<file path="config.mk">
export PLATFORM = sky130hd
export DESIGN_NAME = decoder
export DESIGN_NICKNAME = d
export VERILOG_FILES = /design/src/rtl/decoder_pkg.sv /design/src/rtl/decoder_imm_unpack.sv /design/src/rtl/decoder.sv
export SDC_FILE = /design/constraint.sdc
export NUM_CORES = 1
export LEC_CHECK = 0
export CAP_MARGIN = 30
export CORE_MARGIN = 2
export CORE_UTILIZATION = 41
export CTS_CLUSTER_DIAMETER = 100
export DETAILED_ROUTE_END_ITERATION = 6
export GPL_ROUTABILITY_DRIVEN = 1
export PLACE_DENSITY = 0.74
export SYNTH_ARGS = -nofsm -noshare
export SYNTH_HDL_FRONTEND = slang
export SYNTH_HIERARCHICAL = 1
export SYNTH_SLANG_ARGS = --single-unit
export TNS_END_PERCENT = 30
</file>
<file path="constraint.sdc">
create_clock -name clk -period 0.8 [get_ports clk]
set_clock_uncertainty 0.1 [all_clocks]
set_input_delay 0.12 -clock clk [delete_from_list [all_inputs] [get_ports clk]]
set_output_delay 0.12 -clock clk [all_outputs]
set_load 0.03 [all_outputs]
</file>
<file path="src/rtl/decoder_pkg.sv">
// Shared definitions for the RV32I decoder: opcode constants, the encodings
// of the ALU, immediate-format and memory-size control codes, and a helper
// that maps funct3 onto an ALU operation.
package decoder_pkg;

    localparam logic [6:0] OPC_LOAD   = 7'b0000011;
    localparam logic [6:0] OPC_STORE  = 7'b0100011;
    localparam logic [6:0] OPC_OPIMM  = 7'b0010011;
    localparam logic [6:0] OPC_OP     = 7'b0110011;
    localparam logic [6:0] OPC_BRANCH = 7'b1100011;
    localparam logic [6:0] OPC_JAL    = 7'b1101111;
    localparam logic [6:0] OPC_JALR   = 7'b1100111;
    localparam logic [6:0] OPC_LUI    = 7'b0110111;
    localparam logic [6:0] OPC_AUIPC  = 7'b0010111;

    typedef enum logic [2:0] {
        ALU_ADD   = 3'b000,
        ALU_SUB   = 3'b001,
        ALU_AND   = 3'b010,
        ALU_OR    = 3'b011,
        ALU_XOR   = 3'b100,
        ALU_SLT   = 3'b101,
        ALU_SHIFT = 3'b110,
        ALU_NONE  = 3'b111
    } alu_op_e;

    typedef enum logic [2:0] {
        SX_I     = 3'b000,
        SX_S     = 3'b001,
        SX_B     = 3'b010,
        SX_U     = 3'b011,
        SX_J     = 3'b100,
        SX_SHAMT = 3'b101,
        SX_NONE  = 3'b111
    } sx_op_e;

    typedef enum logic [2:0] {
        MEM_B    = 3'b000,
        MEM_W    = 3'b001,
        MEM_H    = 3'b010,
        MEM_BU   = 3'b011,
        MEM_HU   = 3'b100,
        MEM_NONE = 3'b111
    } sx_op2_e;

    // funct3 to ALU operation; isSub only matters for the add/sub slot,
    // and SLT/SLTU share one code since signedness travels in f3.
    function automatic alu_op_e aluFromF3(input logic [2:0] f3, input logic isSub);
        alu_op_e op;
        case (f3)
            3'b000:         op = isSub ? ALU_SUB : ALU_ADD;
            3'b001, 3'b101: op = ALU_SHIFT;
            3'b010, 3'b011: op = ALU_SLT;
            3'b100:         op = ALU_XOR;
            3'b110:         op = ALU_OR;
            default:        op = ALU_AND;
        endcase
        return op;
    endfunction

endpackage

</file>
<file path="src/rtl/decoder_imm_unpack.sv">
// Gathers the raw immediate bits of an instruction into a right-justified,
// zero-filled word according to the immediate format. No sign extension is
// done here; the consumer extends using the format code.
module decoder_imm_unpack
    import decoder_pkg::*;
#(
    parameter int DATA_WIDTH = 32
) (
    input  logic [DATA_WIDTH-1:0] i_instr,
    input  logic [2:0]            i_sxOp,
    output logic [DATA_WIDTH-1:0] o_unextData
);

    // Select the bit gather for the format; NONE and unused codes give zero.
    always_comb begin
        o_unextData = '0;
        case (i_sxOp)
            SX_I:     o_unextData[11:0] = i_instr[31:20];
            SX_S:     o_unextData[11:0] = {i_instr[31:25], i_instr[11:7]};
            SX_B:     o_unextData[12:0] = {i_instr[31], i_instr[7], i_instr[30:25],
                                           i_instr[11:8], 1'b0};
            SX_U:     o_unextData[19:0] = i_instr[31:12];
            SX_J:     o_unextData[20:0] = {i_instr[31], i_instr[19:12], i_instr[20],
                                           i_instr[30:21], 1'b0};
            SX_SHAMT: o_unextData[4:0]  = i_instr[24:20];
            default:  o_unextData       = '0;
        endcase
    end

endmodule

</file>
<file path="src/rtl/decoder.sv">
// RV32I instruction decoder. Splits the instruction into register indices,
// funct fields and raw immediate bits and produces ALU, immediate-format,
// memory-size and write-enable controls, all registered one cycle after the
// instruction is presented. Invalid words decode to the same response as reset.
// Optional build macro DECODER_ILLEGAL_EN adds a registered 'illegal' flag.
module decoder
    import decoder_pkg::*;
#(
    parameter int DATA_WIDTH = 32,
    localparam int RW = $clog2(DATA_WIDTH)
) (
    input  logic                  clk,
    input  logic                  rst_n,
    input  logic [DATA_WIDTH-1:0] instruction,
    output logic [2:0]            f3,
    output logic [6:0]            f7,
    output logic [2:0]            alu_op,
    output logic [2:0]            sx_op,
    output logic [2:0]            sx_op2,
    output logic                  mem_write,
    output logic                  reg_write,
    output logic                  mem_read,
    output logic [RW-1:0]         rs1,
    output logic [RW-1:0]         rs2,
    output logic [RW-1:0]         rd,
    output logic [DATA_WIDTH-1:0] unextended_data
`ifdef DECODER_ILLEGAL_EN
    ,
    output logic                  illegal
`endif
);

    logic [6:0]            w_opcode;
    logic [2:0]            w_f3Field;
    logic [6:0]            w_f7Field;
    logic                  w_valid;
    alu_op_e               w_aluOp;
    sx_op_e                w_sxOp;
    sx_op2_e               w_sxOp2;
    logic                  w_memWrite;
    logic                  w_regWrite;
    logic                  w_memRead;
    logic                  w_useRs1;
    logic                  w_useRs2;
    logic                  w_useRd;
    logic                  w_useF3;
    logic                  w_useF7;
    logic [DATA_WIDTH-1:0] w_immData;

    logic [2:0]            r_f3;
    logic [6:0]            r_f7;
    logic [2:0]            r_aluOp;
    logic [2:0]            r_sxOp;
    logic [2:0]            r_sxOp2;
    logic                  r_memWrite;
    logic                  r_regWrite;
    logic                  r_memRead;
    logic [RW-1:0]         r_rs1;
    logic [RW-1:0]         r_rs2;
    logic [RW-1:0]         r_rd;
    logic [DATA_WIDTH-1:0] r_data;
    logic                  r_illegal;

    assign w_opcode  = instruction[6:0];
    assign w_f3Field = instruction[14:12];
    assign w_f7Field = instruction[31:25];

    // Opcode decode; anything not recognised falls back to the NONE response.
    always_comb begin
        w_valid    = 1'b1;
        w_aluOp    = ALU_NONE;
        w_sxOp     = SX_NONE;
        w_sxOp2    = MEM_NONE;
        w_memWrite = 1'b0;
        w_regWrite = 1'b0;
        w_memRead  = 1'b0;
        w_useRs1   = 1'b0;
        w_useRs2   = 1'b0;
        w_useRd    = 1'b0;
        w_useF3    = 1'b0;
        w_useF7    = 1'b0;
        case (w_opcode)
            OPC_LOAD: begin
                w_aluOp    = ALU_ADD;
                w_sxOp     = SX_I;
                w_memRead  = 1'b1;
                w_regWrite = 1'b1;
                w_useRs1   = 1'b1;
                w_useRd    = 1'b1;
                w_useF3    = 1'b1;
                case (w_f3Field)
                    3'b000:  w_sxOp2 = MEM_B;
                    3'b001:  w_sxOp2 = MEM_H;
                    3'b010:  w_sxOp2 = MEM_W;
                    3'b100:  w_sxOp2 = MEM_BU;
                    3'b101:  w_sxOp2 = MEM_HU;
                    default: w_valid = 1'b0;
                endcase
            end
            OPC_STORE: begin
                w_aluOp    = ALU_ADD;
                w_sxOp     = SX_S;
                w_memWrite = 1'b1;
                w_useRs1   = 1'b1;
                w_useRs2   = 1'b1;
                w_useF3    = 1'b1;
                case (w_f3Field)
                    3'b000:  w_sxOp2 = MEM_B;
                    3'b001:  w_sxOp2 = MEM_H;
                    3'b010:  w_sxOp2 = MEM_W;
                    default: w_valid = 1'b0;
                endcase
            end
            OPC_OPIMM: begin
                w_aluOp    = aluFromF3(w_f3Field, 1'b0);
                w_regWrite = 1'b1;
                w_useRs1   = 1'b1;
                w_useRd    = 1'b1;
                w_useF3    = 1'b1;
                if (w_f3Field == 3'b001 || w_f3Field == 3'b101) begin
                    w_sxOp  = SX_SHAMT;
                    w_useF7 = 1'b1;
                end else begin
                    w_sxOp  = SX_I;
                end
            end
            OPC_OP: begin
                w_aluOp    = aluFromF3(w_f3Field, w_f7Field[5]);
                w_regWrite = 1'b1;
                w_useRs1   = 1'b1;
                w_useRs2   = 1'b1;
                w_useRd    = 1'b1;
                w_useF3    = 1'b1;
                w_useF7    = 1'b1;
            end
            OPC_BRANCH: begin
                w_aluOp  = ALU_SUB;
                w_sxOp   = SX_B;
                w_useRs1 = 1'b1;
                w_useRs2 = 1'b1;
                w_useF3  = 1'b1;
            end
            OPC_JAL: begin
                w_aluOp    = ALU_ADD;
                w_sxOp     = SX_J;
                w_regWrite = 1'b1;
                w_useRd    = 1'b1;
            end
            OPC_JALR: begin
                w_aluOp    = ALU_ADD;
                w_sxOp     = SX_I;
                w_regWrite = 1'b1;
                w_useRs1   = 1'b1;
                w_useRd    = 1'b1;
                w_useF3    = 1'b1;
            end
            OPC_LUI, OPC_AUIPC: begin
                w_aluOp    = ALU_ADD;
                w_sxOp     = SX_U;
                w_regWrite = 1'b1;
                w_useRd    = 1'b1;
            end
            default: w_valid = 1'b0;
        endcase
        if (!w_valid) begin
            w_aluOp    = ALU_NONE;
            w_sxOp     = SX_NONE;
            w_sxOp2    = MEM_NONE;
            w_memWrite = 1'b0;
            w_regWrite = 1'b0;
            w_memRead  = 1'b0;
            w_useRs1   = 1'b0;
            w_useRs2   = 1'b0;
            w_useRd    = 1'b0;
            w_useF3    = 1'b0;
            w_useF7    = 1'b0;
        end
    end

    decoder_imm_unpack #(
        .DATA_WIDTH (DATA_WIDTH)
    ) u_immUnpack (
        .i_instr     (instruction),
        .i_sxOp      (w_sxOp),
        .o_unextData (w_immData)
    );

    // Output register; reset drives the same response as an invalid decode.
    always_ff @(posedge clk or negedge rst_n) begin
        if (!rst_n) begin
            r_f3       <= '0;
            r_f7       <= '0;
            r_aluOp    <= ALU_NONE;
            r_sxOp     <= SX_NONE;
            r_sxOp2    <= MEM_NONE;
            r_memWrite <= 1'b0;
            r_regWrite <= 1'b0;
            r_memRead  <= 1'b0;
            r_rs1      <= '0;
            r_rs2      <= '0;
            r_rd       <= '0;
            r_data     <= '0;
            r_illegal  <= 1'b0;
        end else begin
            r_f3       <= w_useF3  ? w_f3Field : 3'b000;
            r_f7       <= w_useF7  ? w_f7Field : 7'b0000000;
            r_aluOp    <= w_aluOp;
            r_sxOp     <= w_sxOp;
            r_sxOp2    <= w_sxOp2;
            r_memWrite <= w_memWrite;
            r_regWrite <= w_regWrite;
            r_memRead  <= w_memRead;
            r_rs1      <= w_useRs1 ? instruction[15 +: RW] : '0;
            r_rs2      <= w_useRs2 ? instruction[20 +: RW] : '0;
            r_rd       <= w_useRd  ? instruction[7 +: RW]  : '0;
            r_data     <= w_immData;
            r_illegal  <= ~w_valid;
        end
    end

    assign f3              = r_f3;
    assign f7              = r_f7;
    assign alu_op          = r_aluOp;
    assign sx_op           = r_sxOp;
    assign sx_op2          = r_sxOp2;
    assign mem_write       = r_memWrite;
    assign reg_write       = r_regWrite;
    assign mem_read        = r_memRead;
    assign rs1             = r_rs1;
    assign rs2             = r_rs2;
    assign rd              = r_rd;
    assign unextended_data = r_data;

`ifdef DECODER_ILLEGAL_EN
    assign illegal = r_illegal;
`else
    logic w_unusedIllegal;
    assign w_unusedIllegal = r_illegal;
`endif

endmodule

</file>
## Word-level counts from Yosys, hierarchy flattened

Index checks and enable logic that the tools add are counted.

- Add/subtract/negate cells: 0
- Multiply operators: 0
- Div/mod/pow operators: 0
- Magnitude comparators: 0
- Equality and inequality tests: 20
- Shift operators: 0
- Mux-type cells: 38
- Bitwise gates (word level): 0
- Reduce and logical (&&, ||, !) cells: 16

Operators with widths:

| kind | number |
|---|---|
| $pmux W3 S5 | 3 |
| $pmux W7 S4 | 1 |
| $pmux W5 S5 | 1 |
| $eq A7 B6 Y1 const B | 3 |
| $eq A7 B7 Y1 const B | 3 |
| $pmux W3 S6 | 1 |
| $mux W1 | 16 |
| $eq A3 B3 Y1 const B | 5 |
| $mux W3 | 5 |
| $mux W5 | 3 |
| $eq A7 B5 Y1 const B | 2 |
| $pmux W7 S2 | 1 |
| $reduce_or A7 Y1 | 2 |
| $eq A3 B2 Y1 const B | 4 |
| $pmux W3 S4 | 1 |
| $reduce_or A2 Y1 | 6 |
| $reduce_or A6 Y1 | 2 |
| $pmux W3 S3 | 1 |
| $eq A7 B2 Y1 const B | 1 |
| $mux W7 | 1 |
| $eq A3 B1 Y1 const B | 2 |
| $logic_not A3 Y1 | 2 |
| $pmux W1 S3 | 2 |
| $pmux W3 S2 | 1 |
| other kinds (4) | 5 |

- Flip-flop bits (word level): 58
- Bits in latches: 0
- Bits in writable memories: 0
- Memory bits (read-only): 0
- Input port bits: 34
- Output and inout bits: 69
- Logic and storage cells: 86
- Memories kept: 0

## Depth between registers and ports, before layout

Gate-level depths: netlist of run 1.

- Word-level depth: 8
- Depth in mapped cells: 10
- Mapped depth without buffers: 7

## Modules after synthesis

Netlist of run 1, hierarchy kept.

Modules (own cells, without submodules):

| module | times used | cells an instance | area an instance (sq um) | seq. area each (sq um) |
|---|---|---|---|---|
| decoder | 1 | 168 | 2398.6 | 1737.9 |
| decoder_imm_unpack | 1 | 68 | 514.2 | 0.0 |

## Worst setup path after synthesis of run 1

OpenSTA, ideal clock, no wires.

- Kind: input to register
- Start: input port instruction[13]
- End: register r_data[0], in the netlist unextended_data[0]
- Library setup time: 121 ps
- Data arrival time: 1928 ps
- Required time: 579 ps
- Path slack: -1349 ps
- Stages: 10
- Path buffers: 3
- Cells stage by stage: clkbuf_1 -> o21ai_0 -> nand4_4 -> nand2_1 -> o221ai_1 -> inv_2 -> and3_4 -> buf_6 -> buf_8 -> a22o_1

- Longest elaborated chain between the ends: 8
- Elaborated cells on any way between the ends: 22
- Those cells by class: 9 x eq/ne; 7 x mux; 6 x reduce/logical

Ends and longest elaborated chain:

| item | line | text |
|---|---|---|
| from (decl) | decoder.sv:14 | `input logic [DATA_WIDTH-1:0] instruction,` |
| $eq A3 B1 Y1 (tied with other cells) | decoder.sv:91, decoder.sv:107, decoder.sv:120 |  |
| $reduce_or A5 Y1 (no line) (tied with other cells) | n/a |  |
| $mux W1 (tied with other cells) | decoder.sv:91 | `case (w_f3Field)` |
| $pmux W1 S3 or $pmux W3 S6 (tied branches) | decoder.sv:82 | `case (w_opcode)` |
| $mux W3 * | decoder.sv:165 | `if (!w_valid) begin` |
| net w_sxOp[2] | decoder.sv:38 | `sx_op_e w_sxOp;` |
| $eq A3 B3 Y1 or $logic_not A3 Y1 (tied branches) | decoder_imm_unpack.sv:17 | `case (i_sxOp)` |
| $reduce_or A2 Y1 (no line) | n/a |  |
| $pmux W5 S5 * | decoder_imm_unpack.sv:17 |  |
| net w_immData[0] | decoder.sv:48 | `logic [DATA_WIDTH-1:0] w_immData;` |
| to (signal assigned) | decoder.sv:216 | `r_data <= w_immData;` |
| to (decl) | decoder.sv:61 | `logic [DATA_WIDTH-1:0] r_data;` |

The timed path passes the listed nets; every way through them passes the cells marked *.

## Worst setup path in the final report of run 1

- Start: input port instruction[2]
- End: register r_data[12], in the netlist unextended_data[12]

- Longest elaborated chain between the ends: 6
- Elaborated cells on any way between the ends: 19
- Those cells by class: 12 x eq/ne; 4 x mux; 3 x reduce/logical

Ends and longest elaborated chain:

| item | line |
|---|---|
| $eq A7 B6 Y1 (tied with other cells) | decoder.sv:82 |
| $reduce_or A7 Y1 (no line) or $reduce_or A2 Y1 (tied branches) | n/a |
| $pmux W1 S3 or $pmux W3 S6 (tied branches) | decoder.sv:82 |
| $mux W3 * | decoder.sv:165 |
| net w_sxOp[1] | decoder.sv:38 |
| $eq A3 B3 Y1 or $eq A3 B2 Y1 (tied branches) | decoder_imm_unpack.sv:17 |
| $pmux W1 S3 * | decoder_imm_unpack.sv:17 |
| net w_immData[12] | decoder.sv:48 |

Marked as above.

==> summary.txt, run 1 <==
Status: finished, violations left
Violated checks: negative hold slack, negative setup slack
Dpl cells: 472
DRT antenna net count: 0
# rows: 30
Post-DR vias/cell: 4.99
WL per Instance: 17.1 um
Crit. End Element: register
Core Region: 0.00683 mm^2
Gr ovfl total: 0
Mapped Avg Cell Area: 12.3 um^2
Dominant cell by count in the synthesized netlist: dfrtp_1
TritonCTS clock tree: built
Num CTS Buffers: 9
Critical Path Source Type: primary input
Area growth syn-to-layout: 81.6%
Hold buffer count at CTS: 1
Share of cells above drive strength 1: 0.564
Die area: 0.00779 mm^2
Hold path start: instruction[12]
GRT Util Overall: 0.238
WL final: 8670 um
Hold Path Class: primary input to register
Hold Fails Final Rpt: 1
Crit path from: instruction[2]
Synth area leader: dfrtp_1
Number of synthesized flops with an enable pin: 0
Fmax: 0.591 GHz
Lkg Pwr: 2.62 nW
CP Cell Sequence: buf_6 > and4bb_4 > nand3_4 > a211oi_4 > a211oi_4 > buf_4 > nor3b_4 > buf_6 > nand2_2 > o21ai_1
Die width: 88.3 um
Post-synth top cells: 60 x dfrtp_1, 22 x and2_1, 16 x nor2_1
RSZ-0062 raised after global routing: yes
Largest net degree at the start of global routing: 48
Final Util: 0.774
Post-synthesis sequential element count: 69
Setup ws final: -0.893 ns
Layout Cells excl Fill: 507
# DRC: 0
Sequential cell area fraction in the yosys report: 0.597
Final Cycle Share: 2.12
Filler Cell Count: 423
Critical Path Slowest Stage Cell: and4bb_4
Final net count: 440
Final setup fails: 123
Main synth FF type: dfrtp_1
1st-pass router iterations: 4
Via count: 2528
Max-cap viol count: 0
WP data required: 0.97 ns
Final Total Pwr: 8.63 mW
Ys Warns: 6
Critical Path AT: 1.86 ns
Area share of the largest cell type after synthesis: 0.515
Detailed placement HPWL: 5620 um
Initial antenna violation count: 0
First-pass GRT wire length: 13900 um
I/O Buffers: 102
Crit Path Max Fanout: 5
Yosys cell types: 48
Hold WS: -0.00914 ns
Worst setup path end: unextended_data[12]
H-tree Lvls: 3
Top cells by area, synth: dfrtp_1 52%, dfstp_2 8.1%, and2_1 4.7%, buf_4 3.1%, a22o_1 3.0%
Clock-pin slew on the worst setup and hold paths: 0.08 ns
Async SR Flop Fraction: 1.00
Die span in y: 88.3 um
Antenna diodes: 0
Initial cell density of the core: 0.426
Post-synthesis cell count: 236
Multi-input gate area in the final layout: 0.00133 mm^2
Placer Congestion: 0.861
CP peak stage delay: 0.38 ns
Post-route minimum period: 1.69 ns
Clk sinks: 69
Critical path class: primary input to register
Vias in the first global route: 2771
DRC marker count from the first detailed-route iteration: 80
IO Pins: 103
Max Root-Sink Buffers: 2
Max-slew violation count: 0
Max VDD drop: 967 uV
Mapped Area: 0.00291 mm^2
Cell Pwr Density: 1630 mW/mm^2
FF/Latch Area: 0.00174 mm^2
Clock Root Buffer: clkbuf_8
[power by group]
part	internal, mW	switching (mW)
clock	2.41	1.38
sequential	3.56	0.0364
combinational	0.606	0.635
total	6.58	2.05
[flip-flops by register name (all words and copies together) (netlist names)]
| register | count |
|---|---|
| alu_op | 3 |
| f3 | 3 |
| f7 | 7 |
| mem_read | 1 |
| mem_write | 1 |
| rd | 5 |
| reg_write | 1 |
| rs1 | 5 |
| rs2 | 5 |
| sx_op | 3 |
| sx_op2 | 3 |
| unextended_data | 32 |
[worst max-delay path: cells and delay by family]
kind                   cells  cell delay, ns
buffers and inverters      3            0.43
and+or+nand+nor            4            0.83
AOI/OAI and AO/OA          3            0.49
[through the flow]
| stage | TNS (ns) | instance area (um^2) | hold WS [ns] | worst slack [ns] |
|---|---|---|---|---|
| detailed placement | -76.35 | 4320 | 0.0137 | -1.62 |
| finish | -50.06 | 5290 | -0.00914 | -0.893 |
| global placement | -74.48 | 4320 | 0.0134 | -1.58 |
| CTS | -54.75 | 5210 | 0.00718 | -0.860 |
| floorplan | -33.83 | 3050 | -0.276 | -1.06 |
| global route | -54.42 | 5290 | -0.00848 | -0.936 |
[cells in the final DEF (no fill, tap or decap), types with 9 or more instances in the layout]
cell type,n
clkbuf_8,9
clkdlybuf4s50_1,22
and2_1,16
conb_1,11
buf_12,11
dfrtp_1,60
a22o_1,10
nor2_1,10
dfstp_2,9
buf_4,46
buf_6,84
[timing repair]
item,4_1_cts,5_1_grt
cloned,3,0
gates resized for setup,158,34
setup endpoints to repair,127,127
endpoints found under the hold margin,69,1
setup buffers,20,3
pin swaps,24,19
[worst min path at each step]
stage,cells past startpoint,slack (ns),end
after CTS,3,0.007,mem_read
after detailed placement,2,0.01,unextended_data[28]
after floorplan,0,-0.28,f3[0]
after global placement,2,0.01,unextended_data[28]
final,3,-0.009,mem_write
after global routing,3,-0.008,mem_write
[cell families after synthesis]
| kind of cell | share of synthesized area |
|---|---|
| multiplexers | 0.0279 |
| AND/OR/NAND/NOR | 0.164 |
| other | 0.00129 |
| AO/OA/AOI/OAI | 0.145 |
| buffers and inverters | 0.0653 |
| flip-flops | 0.597 |
[layer usage]
metal	wire length, um	track usage
met4	306	0.107
met5	0	0
met2	4400	0.405
met1	3410	0.289
met3	560	0.0532
[final cells by class]
class | count | area share
well taps | 96 | 0.0227
repair buffers | 170 | 0.342
flip-flops and latches | 69 | 0.329
inverters | 5 | 0.00355
multi-input cells | 151 | 0.252
clock buffers | 9 | 0.0234
clock inverters | 7 | 0.0277
Note: power is estimated with default switching activity, not from simulation.
==> run 2: changes to the inputs <==
Settings changed: CTS_CLUSTER_SIZE from default to 16, GPL_ROUTABILITY_DRIVEN 1 to 0.
==> run 2 against run 1 <==
Compared with the run above: maximum frequency rose by 3.2%; global-route usage fell by 0.63 points; the flow finishes with violations (negative setup slack); largest cell class unchanged; flip-flop and latch count did not move; core utilization rose by 1.3 points; setup slack improved by 0.053 ns; routed wire length rose by 5.9%; combinational power rose by 6%; non-clock buffer count rose by 11.
==> summary.txt, run 2 (same netlist as run 1, synthesis figures left out) <==
Core Region: 0.00683 mm^2 (unchanged)
Hold buffer count at CTS: 1 (unchanged)
Antenna diodes: 0 (unchanged)
Max Root-Sink Buffers: 2 (unchanged)
Largest register FFs: 32 (unchanged)
Via count: 2557 (was 2528)
Violated checks: negative setup slack (was negative hold slack, negative setup slack)
Hold WS: 0.00534 ns (was -0.00914 ns)
TritonCTS clock tree: built (unchanged)
Cell Area, Placed: 0.00433 mm^2 (was 0.00432 mm^2)
Max-cap viol count: 0 (unchanged)
Final instance area: 0.00538 mm^2 (was 0.00529 mm^2)
Final Util: 0.787 (was 0.774)
DRC marker count from the first detailed-route iteration: 109 (was 80)
Critical Path AT: 1.78 ns (was 1.86 ns)
Max-slew violation count: 0 (unchanged)
# DRC: 0 (unchanged)
Pre-CTS setup slack: -1.59 ns (was -1.62 ns)
Net Sw Power: 2.13 mW (was 2.05 mW)
Max VDD drop: 848 uV (was 967 uV)
H-tree Lvls: 3 (unchanged)
CP Cell Sequence: buf_8 > and4bb_4 > nand4_4 > nand2_4 > buf_6 > o221ai_4 > inv_2 > a21oi_4 > buf_6 > a211o_1 (was buf_6 > and4bb_4 > nand3_4 > a211oi_4 > a211oi_4 > buf_4 > nor3b_4 > buf_6 > nand2_2 > o21ai_1)
P_int: 5.98 mW (was 6.58 mW)
1st-pass router iterations: 4 (unchanged)
Num CTS Buffers: 9 (unchanged)
Hold Fails Final Rpt: 0 (was 1)
Switching Share: 0.262 (was 0.238)
WP data required: 0.94 ns (was 0.97 ns)
Critical Path Source Type: primary input (unchanged)
Gr ovfl total: 0 (unchanged)
Setup TNS: -52.66 ns (was -50.06 ns)
Clock Root Buffer: clkbuf_8 (unchanged)
Critical Path Slowest Stage Cell: and4bb_4 (unchanged)
First-pass GRT wire length: 13400 um (was 13900 um)
Crit Path Max Fanout: 6 (was 5)
Share of cells above drive strength 1: 0.583 (was 0.564)
# rows: 30 (unchanged)
CP dominant cell by count: buf_6
DRT antenna net count: 0 (unchanged)
Post-route minimum period: 1.64 ns (was 1.69 ns)
Lkg Pwr: 2.66 nW (was 2.62 nW)
I/O Buffers: 102 (unchanged)
Share of power burned in registers: 0.444 (was 0.417)
IO Pins: 103 (unchanged)
CP peak stage delay: 0.38 ns (about the same)
Clk sinks: 69 (unchanged)
Combinational Power Share: 0.162 (was 0.144)
Critical path class: primary input to register (unchanged)
Initial antenna violation count: 0 (unchanged)
Detailed placement HPWL: 5630 um (was 5620 um)
Final net count: 451 (was 440)
Vias in the first global route: 2646 (was 2771)
WL per Instance: 17.7 um (was 17.1 um)
Status: finished, violations left (unchanged)
Clock-pin slew on the worst setup and hold paths: 0.08 ns (about the same)
Cell Pwr Density: 1510 mW/mm^2 (was 1630 mW/mm^2)
Leading cell type in the layout, fill and taps excluded: buf_6 (unchanged)
Initial cell density of the core: 0.426 (unchanged)
Hold Path Class: primary input to register (unchanged)
Setup ws final: -0.840 ns (was -0.893 ns)
Post-DR vias/cell: 4.94 (was 4.99)
WL final: 9180 um (was 8670 um)
Largest net degree at the start of global routing: 54 (was 48)
Die span in y: 88.3 um (unchanged)
GRT Util Overall: 0.231 (was 0.238)
RSZ-0062 raised after global routing: yes (unchanged)
Fmax: 0.610 GHz (was 0.591 GHz)
Final setup fails: 127 (was 123)
Clock share of power: 0.394 (was 0.439)
Most frequent cells in the layout: 94 x buf_6, 60 x dfrtp_1, 51 x buf_4 (was 84 x buf_6, 60 x dfrtp_1, 46 x buf_4)
Area growth syn-to-layout: 84.7% (was 81.6%)
Die width: 88.3 um (unchanged)
Die area: 0.00779 mm^2 (unchanged)
Final Cycle Share: 2.05 (was 2.12)
Crit. End Element: register (unchanged)
==> run 2: changes by cell type in the layout (fill, tap and decap cells not counted), sizes merged <==
| cell | before | now |
|---|---|---|
| clkinv | 2 | 3 |
| clkdlybuf4s15 | 1 | 0 |
| inv | 6 | 5 |
| clkinvlp | 0 | 2 |
| buf | 146 | 158 |
| bufinv | 4 | 2 |
==> run 2: final timing paths <==
| path | start | to | depth (start not counted) |
|---|---|---|---|
| worst max-delay path | instruction[3] | unextended_data[4] | 10 |
| worst min-delay path | instruction[12] | mem_write | 3 |
| max in group asynchronous | rst_n | sx_op2[0] | 3 |
| min in group asynchronous | rst_n | unextended_data[12] | 3 |
==> run 2: repair_timing <==
action / in CTS / in global routing
hold endpoints to repair: 70 / 1
gates resized for setup: 169 / 37
setup endpoints to repair: 127 / 127
buffers inserted: 15 / 13
gates cloned: 4 / 0
pin swaps: 32 / 35
==> run 2: critical path, delay by kind of cell <==
family          cells  cell delay (ns)
simple gates        3             0.65
compound gates      3             0.53
buf+inv             4             0.48
==> run 2: layer usage <==
layer / vias up / global-route usage / part of all wire
met1: 1261 / 0.273 / 0.39
met3: 22 / 0.0560 / 0.056
met5: - / 0 / 0
met2: 102 / 0.405 / 0.52
li1: 1172 / - / -
met4: 0 / 0.0964 / 0.029
==> run 2: per-stage QoR <==
stage	instances	total power, mW
3_3_place_gp	475	4.67
6_report	518	8.11
4_1_cts	510	8.05
5_1_grt	518	8.40
3_5_place_dp	475	4.68
2_1_floorplan	246	4.11
==> run 2: final cells by class <==
cell class                 instances  area, um^2
clock buffer                       9         124
clock inverter                     7        98.8
fill                             416        1450
inverter                           5        22.5
multi-input combinational        151        1380
sequential                        69        1740
tap                               96         120
timing repair buffer             181        1900
==> run 2: power groups by stage <==
| stage | registers [mW] | logic (mW) | clock network [mW] |
|---|---|---|---|
| floorplan | 3.80 | 0.315 | 0 |
| detailed placement | 3.65 | 1.03 | 0 |
| CTS | 3.60 | 1.22 | 3.23 |
| finish | 3.60 | 1.31 | 3.20 |
| global route | 3.61 | 1.39 | 3.40 |
| global placement | 3.66 | 1.02 | 0 |
